--- src/rtl/ula_seq.sv ---
// ula_seq: command sequencer in front of a registered 4-bit ULA.
// Queues {a,b,op} commands, issues them one at a time, captures results.
//
// Ports:
//   clk, rst_n             clock, synchronous active-low reset
//   in_valid/in_ready      command handshake; in_a, in_b, in_op payload
//   alu_a/alu_b/alu_op     registered operands to the downstream ULA
//   alu_result/alu_carry   registered result returned by the ULA
//   out_valid/out_ready    result handshake; out_result, out_carry, out_op
//   busy                   queue non-empty or sequencer not idle
module ula_seq #(
    parameter int unsigned DEPTH = 4
) (
    input  logic       clk,
    input  logic       rst_n,
    input  logic       in_valid,
    output logic       in_ready,
    input  logic [3:0] in_a,
    input  logic [3:0] in_b,
    input  logic [2:0] in_op,
    output logic [3:0] alu_a,
    output logic [3:0] alu_b,
    output logic [2:0] alu_op,
    input  logic [3:0] alu_result,
    input  logic       alu_carry,
    output logic       out_valid,
    input  logic       out_ready,
    output logic [3:0] out_result,
    output logic       out_carry,
    output logic [2:0] out_op,
    output logic       busy
);

    localparam int unsigned AW = (DEPTH > 1) ? $clog2(DEPTH) : 1;
    localparam int unsigned CW = $clog2(DEPTH + 1);

    localparam logic [2:0] OP_ADD = 3'b000;
    localparam logic [2:0] OP_SUB = 3'b001;

    typedef struct packed {
        logic [3:0] a;
        logic [3:0] b;
        logic [2:0] op;
    } cmd_t;

    typedef enum logic [1:0] {
        IDLE,
        ISSUE,
        WAIT,
        HOLD
    } state_t;

    // Command queue
    cmd_t          mem_q [DEPTH];
    logic [AW-1:0] wptr_q, wptr_d;
    logic [AW-1:0] rptr_q, rptr_d;
    logic [CW-1:0] cnt_q, cnt_d;

    // Sequencer
    state_t        state_q;
    logic [3:0]    alu_a_q, alu_b_q;
    logic [2:0]    alu_op_q;
    logic          out_valid_q;
    logic [3:0]    out_result_q;
    logic          out_carry_q;
    logic [2:0]    out_op_q;

    logic          push;
    logic          pop;
    logic          not_empty;
    cmd_t          head;
    cmd_t          in_cmd;

    // The ULA only produces a meaningful carry for add/sub.
    function automatic logic carry_kept(input logic [2:0] op);
        return (op == OP_ADD) || (op == OP_SUB);
    endfunction

    assign not_empty = (cnt_q != '0);
    assign in_ready  = rst_n && (cnt_q < CW'(DEPTH));
    assign push      = in_valid && in_ready;

    // A pop happens exactly when the sequencer loads a new command:
    // from IDLE, or from HOLD on the edge the result is consumed.
    always_comb begin
        pop = 1'b0;
        if (rst_n && not_empty) begin
            unique case (state_q)
                IDLE:    pop = 1'b1;
                HOLD:    pop = out_ready;
                default: pop = 1'b0;
            endcase
        end
    end

    assign in_cmd = '{a: in_a, b: in_b, op: in_op};
    assign head   = mem_q[rptr_q];

    always_comb begin
        wptr_d = wptr_q;
        rptr_d = rptr_q;
        cnt_d  = cnt_q;
        if (push) begin
            wptr_d = wptr_q + AW'(1);
        end
        if (pop) begin
            rptr_d = rptr_q + AW'(1);
        end
        unique case ({push, pop})
            2'b10:   cnt_d = cnt_q + CW'(1);
            2'b01:   cnt_d = cnt_q - CW'(1);
            default: cnt_d = cnt_q;
        endcase
    end

    // Storage needs no reset: pointers and count define what is live.
    always_ff @(posedge clk) begin
        if (push) begin
            mem_q[wptr_q] <= in_cmd;
        end
    end

    always_ff @(posedge clk) begin
        if (!rst_n) begin
            wptr_q <= '0;
            rptr_q <= '0;
            cnt_q  <= '0;
        end else begin
            wptr_q <= wptr_d;
            rptr_q <= rptr_d;
            cnt_q  <= cnt_d;
        end
    end

    always_ff @(posedge clk) begin
        if (!rst_n) begin
            state_q      <= IDLE;
            alu_a_q      <= '0;
            alu_b_q      <= '0;
            alu_op_q     <= '0;
            out_valid_q  <= 1'b0;
            out_result_q <= '0;
            out_carry_q  <= 1'b0;
            out_op_q     <= '0;
        end else begin
            unique case (state_q)
                IDLE: begin
                    if (pop) begin
                        alu_a_q  <= head.a;
                        alu_b_q  <= head.b;
                        alu_op_q <= head.op;
                        state_q  <= ISSUE;
                    end
                end
                ISSUE: begin
                    // ULA samples alu_* at the end of this cycle.
                    state_q <= WAIT;
                end
                WAIT: begin
                    out_result_q <= alu_result;
                    out_op_q     <= alu_op_q;
                    out_carry_q  <= carry_kept(alu_op_q) ? alu_carry : 1'b0;
                    out_valid_q  <= 1'b1;
                    state_q      <= HOLD;
                end
                HOLD: begin
                    if (out_ready) begin
                        out_valid_q <= 1'b0;
                        if (pop) begin
                            alu_a_q  <= head.a;
                            alu_b_q  <= head.b;
                            alu_op_q <= head.op;
                            state_q  <= ISSUE;
                        end else begin
                            state_q <= IDLE;
                        end
                    end
                end
                default: state_q <= IDLE;
            endcase
        end
    end

    assign alu_a      = alu_a_q;
    assign alu_b      = alu_b_q;
    assign alu_op     = alu_op_q;
    assign out_valid  = out_valid_q;
    assign out_result = out_result_q;
    assign out_carry  = out_carry_q;
    assign out_op     = out_op_q;
    assign busy       = not_empty || (state_q != IDLE);

endmodule

--- config.mk ---
export PLATFORM = sky130hd
export DESIGN_NAME = ula_seq
export DESIGN_NICKNAME = d
export VERILOG_FILES = /design/src/rtl/ula_seq.sv
export SDC_FILE = /design/constraint.sdc
export NUM_CORES = 1
export LEC_CHECK = 0
export ABC_CLOCK_PERIOD_IN_PS = 6700
export BUFFER_PORTS_ARGS = -buffer_cell sky130_fd_sc_hd__buf_2
export CAP_MARGIN = 10
export CORE_MARGIN = 2
export CORE_UTILIZATION = 60
export CTS_CLUSTER_DIAMETER = 200
export CTS_CLUSTER_SIZE = 40
export DETAILED_ROUTE_END_ITERATION = 16
export PLACE_DENSITY = 0.92
export SYNTH_ARGS = -nofsm -noshare
export SYNTH_HDL_FRONTEND = slang
export SYNTH_SLANG_ARGS = --single-unit
--- constraint.sdc ---
create_clock -name clk -period 6.7 [get_ports clk]
set_input_delay 0.67 -clock clk [delete_from_list [all_inputs] [get_ports clk]]
set_output_delay 0.67 -clock clk [all_outputs]
set_load 0.05 [all_outputs]
==> results.json <==
{
  "numCtsBuffers": 9,
  "grt_max_degree": 20,
  "tightest_slew_ns": 1.13,
  "area_growth_pct": 13.2,
  "hp-class": "register to register",
  "post_cts_buffers": 0,
  "root_buffer": "clkbuf_8",
  "cts.sinks": 75,
  "cp-end-kind": "register",
  "yosys.area.top_type": "edfxtp_1",
  "ys_types": 36,
  "antenna_cells": 0,
  "wl_per_cell_um": 16.5,
  "vdd_drop_max_uv": 292,
  "clockBufferDepth": 2,
  "overflow": 0,
  "pre_cts_ws_ns": 3.70,
  "path_class": "register to register",
  "syn_area_per_cell_sq_um": 13.9,
  "maxCapViolCount": 0,
  "track_usage_pct": 20.8,
  "fp.dieArea_sq_mm": 0.00568,
  "final_common_cell": "edfxtp_1",
  "die_x_um": 75.4,
  "synth_seq_cells": 75,
  "drv_slew": 0,
  "multi_input_area_sq_mm": 0.00101,
  "fp.dieH_um": 75.4,
  "cts_tree": "built",
  "power_per_cell_area_mw_per_mm2": 385,
  "antenna_found_initial": 0,
  "syn_area_sq_mm": 0.00306,
  "grt_first_pass_wirelength_um": 8400,
  "setup_viol": 0,
  "status": "finished clean",
  "start_util_pct": 63.4,
  "slew_headroom_pct": 24.4,
  "critPathMaxStageDelay_ns": 0.55,
  "path_delay_family": "simple AND/OR/NAND/NOR gates",
  "finalHoldViolCount": 0,
  "cts.clk_slew.worst_paths_ns": 0.08,
  "clk_latency_ns": 0.35,
  "pin_count": 42,
  "p_leak_nw": 1.31,
  "regArea_sq_mm": 0.00194,
  "nFillCells": 358,
  "hold_buffers": 0,
  "core_area_sq_mm": 0.00482,
  "syn_nets": 249,
  "yosys_warnings": 0,
  "num_vias": 1882,
  "synthTopCellsByArea": "edfxtp_1 43%, dfxtp_1 20%, mux4_2 8.1%",
  "htree_levels": 3,
  "min_period_ns": 3.09,
  "routed_wl_um": 5400,
  "arrival_ns": 3.37,
  "final_cell_mix": "44 x edfxtp_1, 41 x buf_2, 31 x dfxtp_1, 17 x nand2_1, 15 x nor2_1",
  "num-nets-final": 285,
  "ant_nets": 0,
  "required_ns": 6.98,
  "gp_congestion": 0.728,
  "drc": 0,
  "tns_ns": 0,
  "cp_num_buf_inv": 2,
  "drtIter0Drc": 150,
  "crit_chain": "inv_1 > ha_1 > and2b_1 > and3_4 > ha_1 > inv_1 > fa_1 > xor2_1 > or3_1 > a21oi_1",
  "synth_top_area_share_pct": 43.2,
  "cp-start-kind": "register",
  "drive_above_1_share_pct": 26.8,
  "synth_seq_area_share_pct": 63.6,
  "cts_resized": 0,
  "crit_fanout": 15,
  "io_buffers": 41,
  "cp_slowest_cell": "and2b_1",
  "row_count": 25,
  "grt_pass1_vias": 1806,
  "dp_hpwl_um": 3660,
  "first_pass_iters": 4,
  "vias_per_cell": 5.74,
  "max_freq_ghz": 0.323,
  "setup_ws_ns": 3.61,
  "syn_inst": 220,
  "period_share_pct": 46.2,
  "clock_skew_ns": 0.0101,
  "rsz0062_at_grt": "false"
}
==> kinds of logic after synthesis <==
| group | share of synthesized area [%] |
|---|---|
| and+or+nand+nor | 10.3 |
| buffers and inverters | 3.48 |
| xor gates and xnor gates | 0.860 |
| adders and majority gates | 3.93 |
| DFF | 63.6 |
| AOI/OAI and AO/OA | 5.45 |
| muxes | 12.4 |
==> routing by layer <==
layer  wire, um  part of all wire (%)  vias up  track usage [%]
met5          0                     0        -                0
met4        105                   1.9        0             10.3
met3        298                   5.5       10             5.29
met2       2510                    46       67             33.9
met1       2490                    46      912             26.2
li1           -                     -      893                -
==> where the power goes <==
group / total (mW) / internal (mW) / switching [mW]
clock network: 0.319 / 0.155 / 0.164
registers: 0.599 / 0.548 / 0.0502
logic: 0.415 / 0.124 / 0.291
==> sequential cells by signal, summed over array words and instances (netlist names), named ones only <==
register    count
alu_op          3
out_carry       1
alu_b           4
out_op          3
out_valid       1
cnt_q           3
wptr_q          2
mem_q          44
rptr_q          2
state_q         2
alu_a           4
out_result      4
==> area by class of cell <==
cell class	count	area share, %
Clock buffer	11	4.38
Tap cell	67	2.42
Clock inverter	5	1.05
Sequential cell	75	56.1
Multi-Input combinational cell	120	29.1
Inverter	9	0.976
Timing Repair Buffer	41	5.93
==> per-stage QoR <==
step           hold WS, ns  util [%]  cell area, sq um  total power, mW  instances
2_1_floorplan        0.427         -              3060            0.935        220
3_3_place_gp         0.441      67.9              3270             1.00        312
3_5_place_dp         0.470      67.9              3270             1.02        312
4_1_cts              0.480      71.8              3460             1.33        328
5_1_grt              0.502      71.8              3460             1.39        328
6_report             0.482      71.8              3460             1.33        328
==> cell usage after synthesis <==
cell type   n
buf_6       1
xnor2_1     1
and2b_1     1
nand2b_1    1
nand2_1    17
and3_4      1
nand4_1    12
a21oi_1     4
o31ai_1     1
and3b_1     1
clkbuf_1   10
o311ai_0   11
o21ai_0     2
a21o_1      1
inv_1       9
dfxtp_1    31
fa_1        1
buf_1       1
a311o_1     1
nor3_1      2
a211oi_1    1
mux2i_1    12
mux2_2      1
nor3b_1     1
edfxtp_1   44
mux4_2     11
nand3_1     1
a22oi_1     1
nor2b_1     2
xor2_1      2
nor2_1     15
and2_1      4
or3_1       3
buf_2       4
ha_1        8
nand3b_1    1
==> worst paths after layout <==
| check | slack [ns] | cells past startpoint | from | to |
|---|---|---|---|---|
| worst min-delay path | 0.48 | 1 | rptr_q[1]$_SDFFE_PN0P_ | register |
| worst max register to register | 3.61 | 10 | state_q[0]$_SDFFE_PN0P_ | cnt_q[2]$_SDFFE_PN0P_ |
| worst max-delay path | 3.61 | 10 | state_q[0]$_SDFFE_PN0P_ | cnt_q[2]$_SDFFE_PN0P_ |
| worst min register to register | 0.48 | 1 | rptr_q[1]$_SDFFE_PN0P_ | register |
Note: power is estimated with default switching activity, not from simulation.
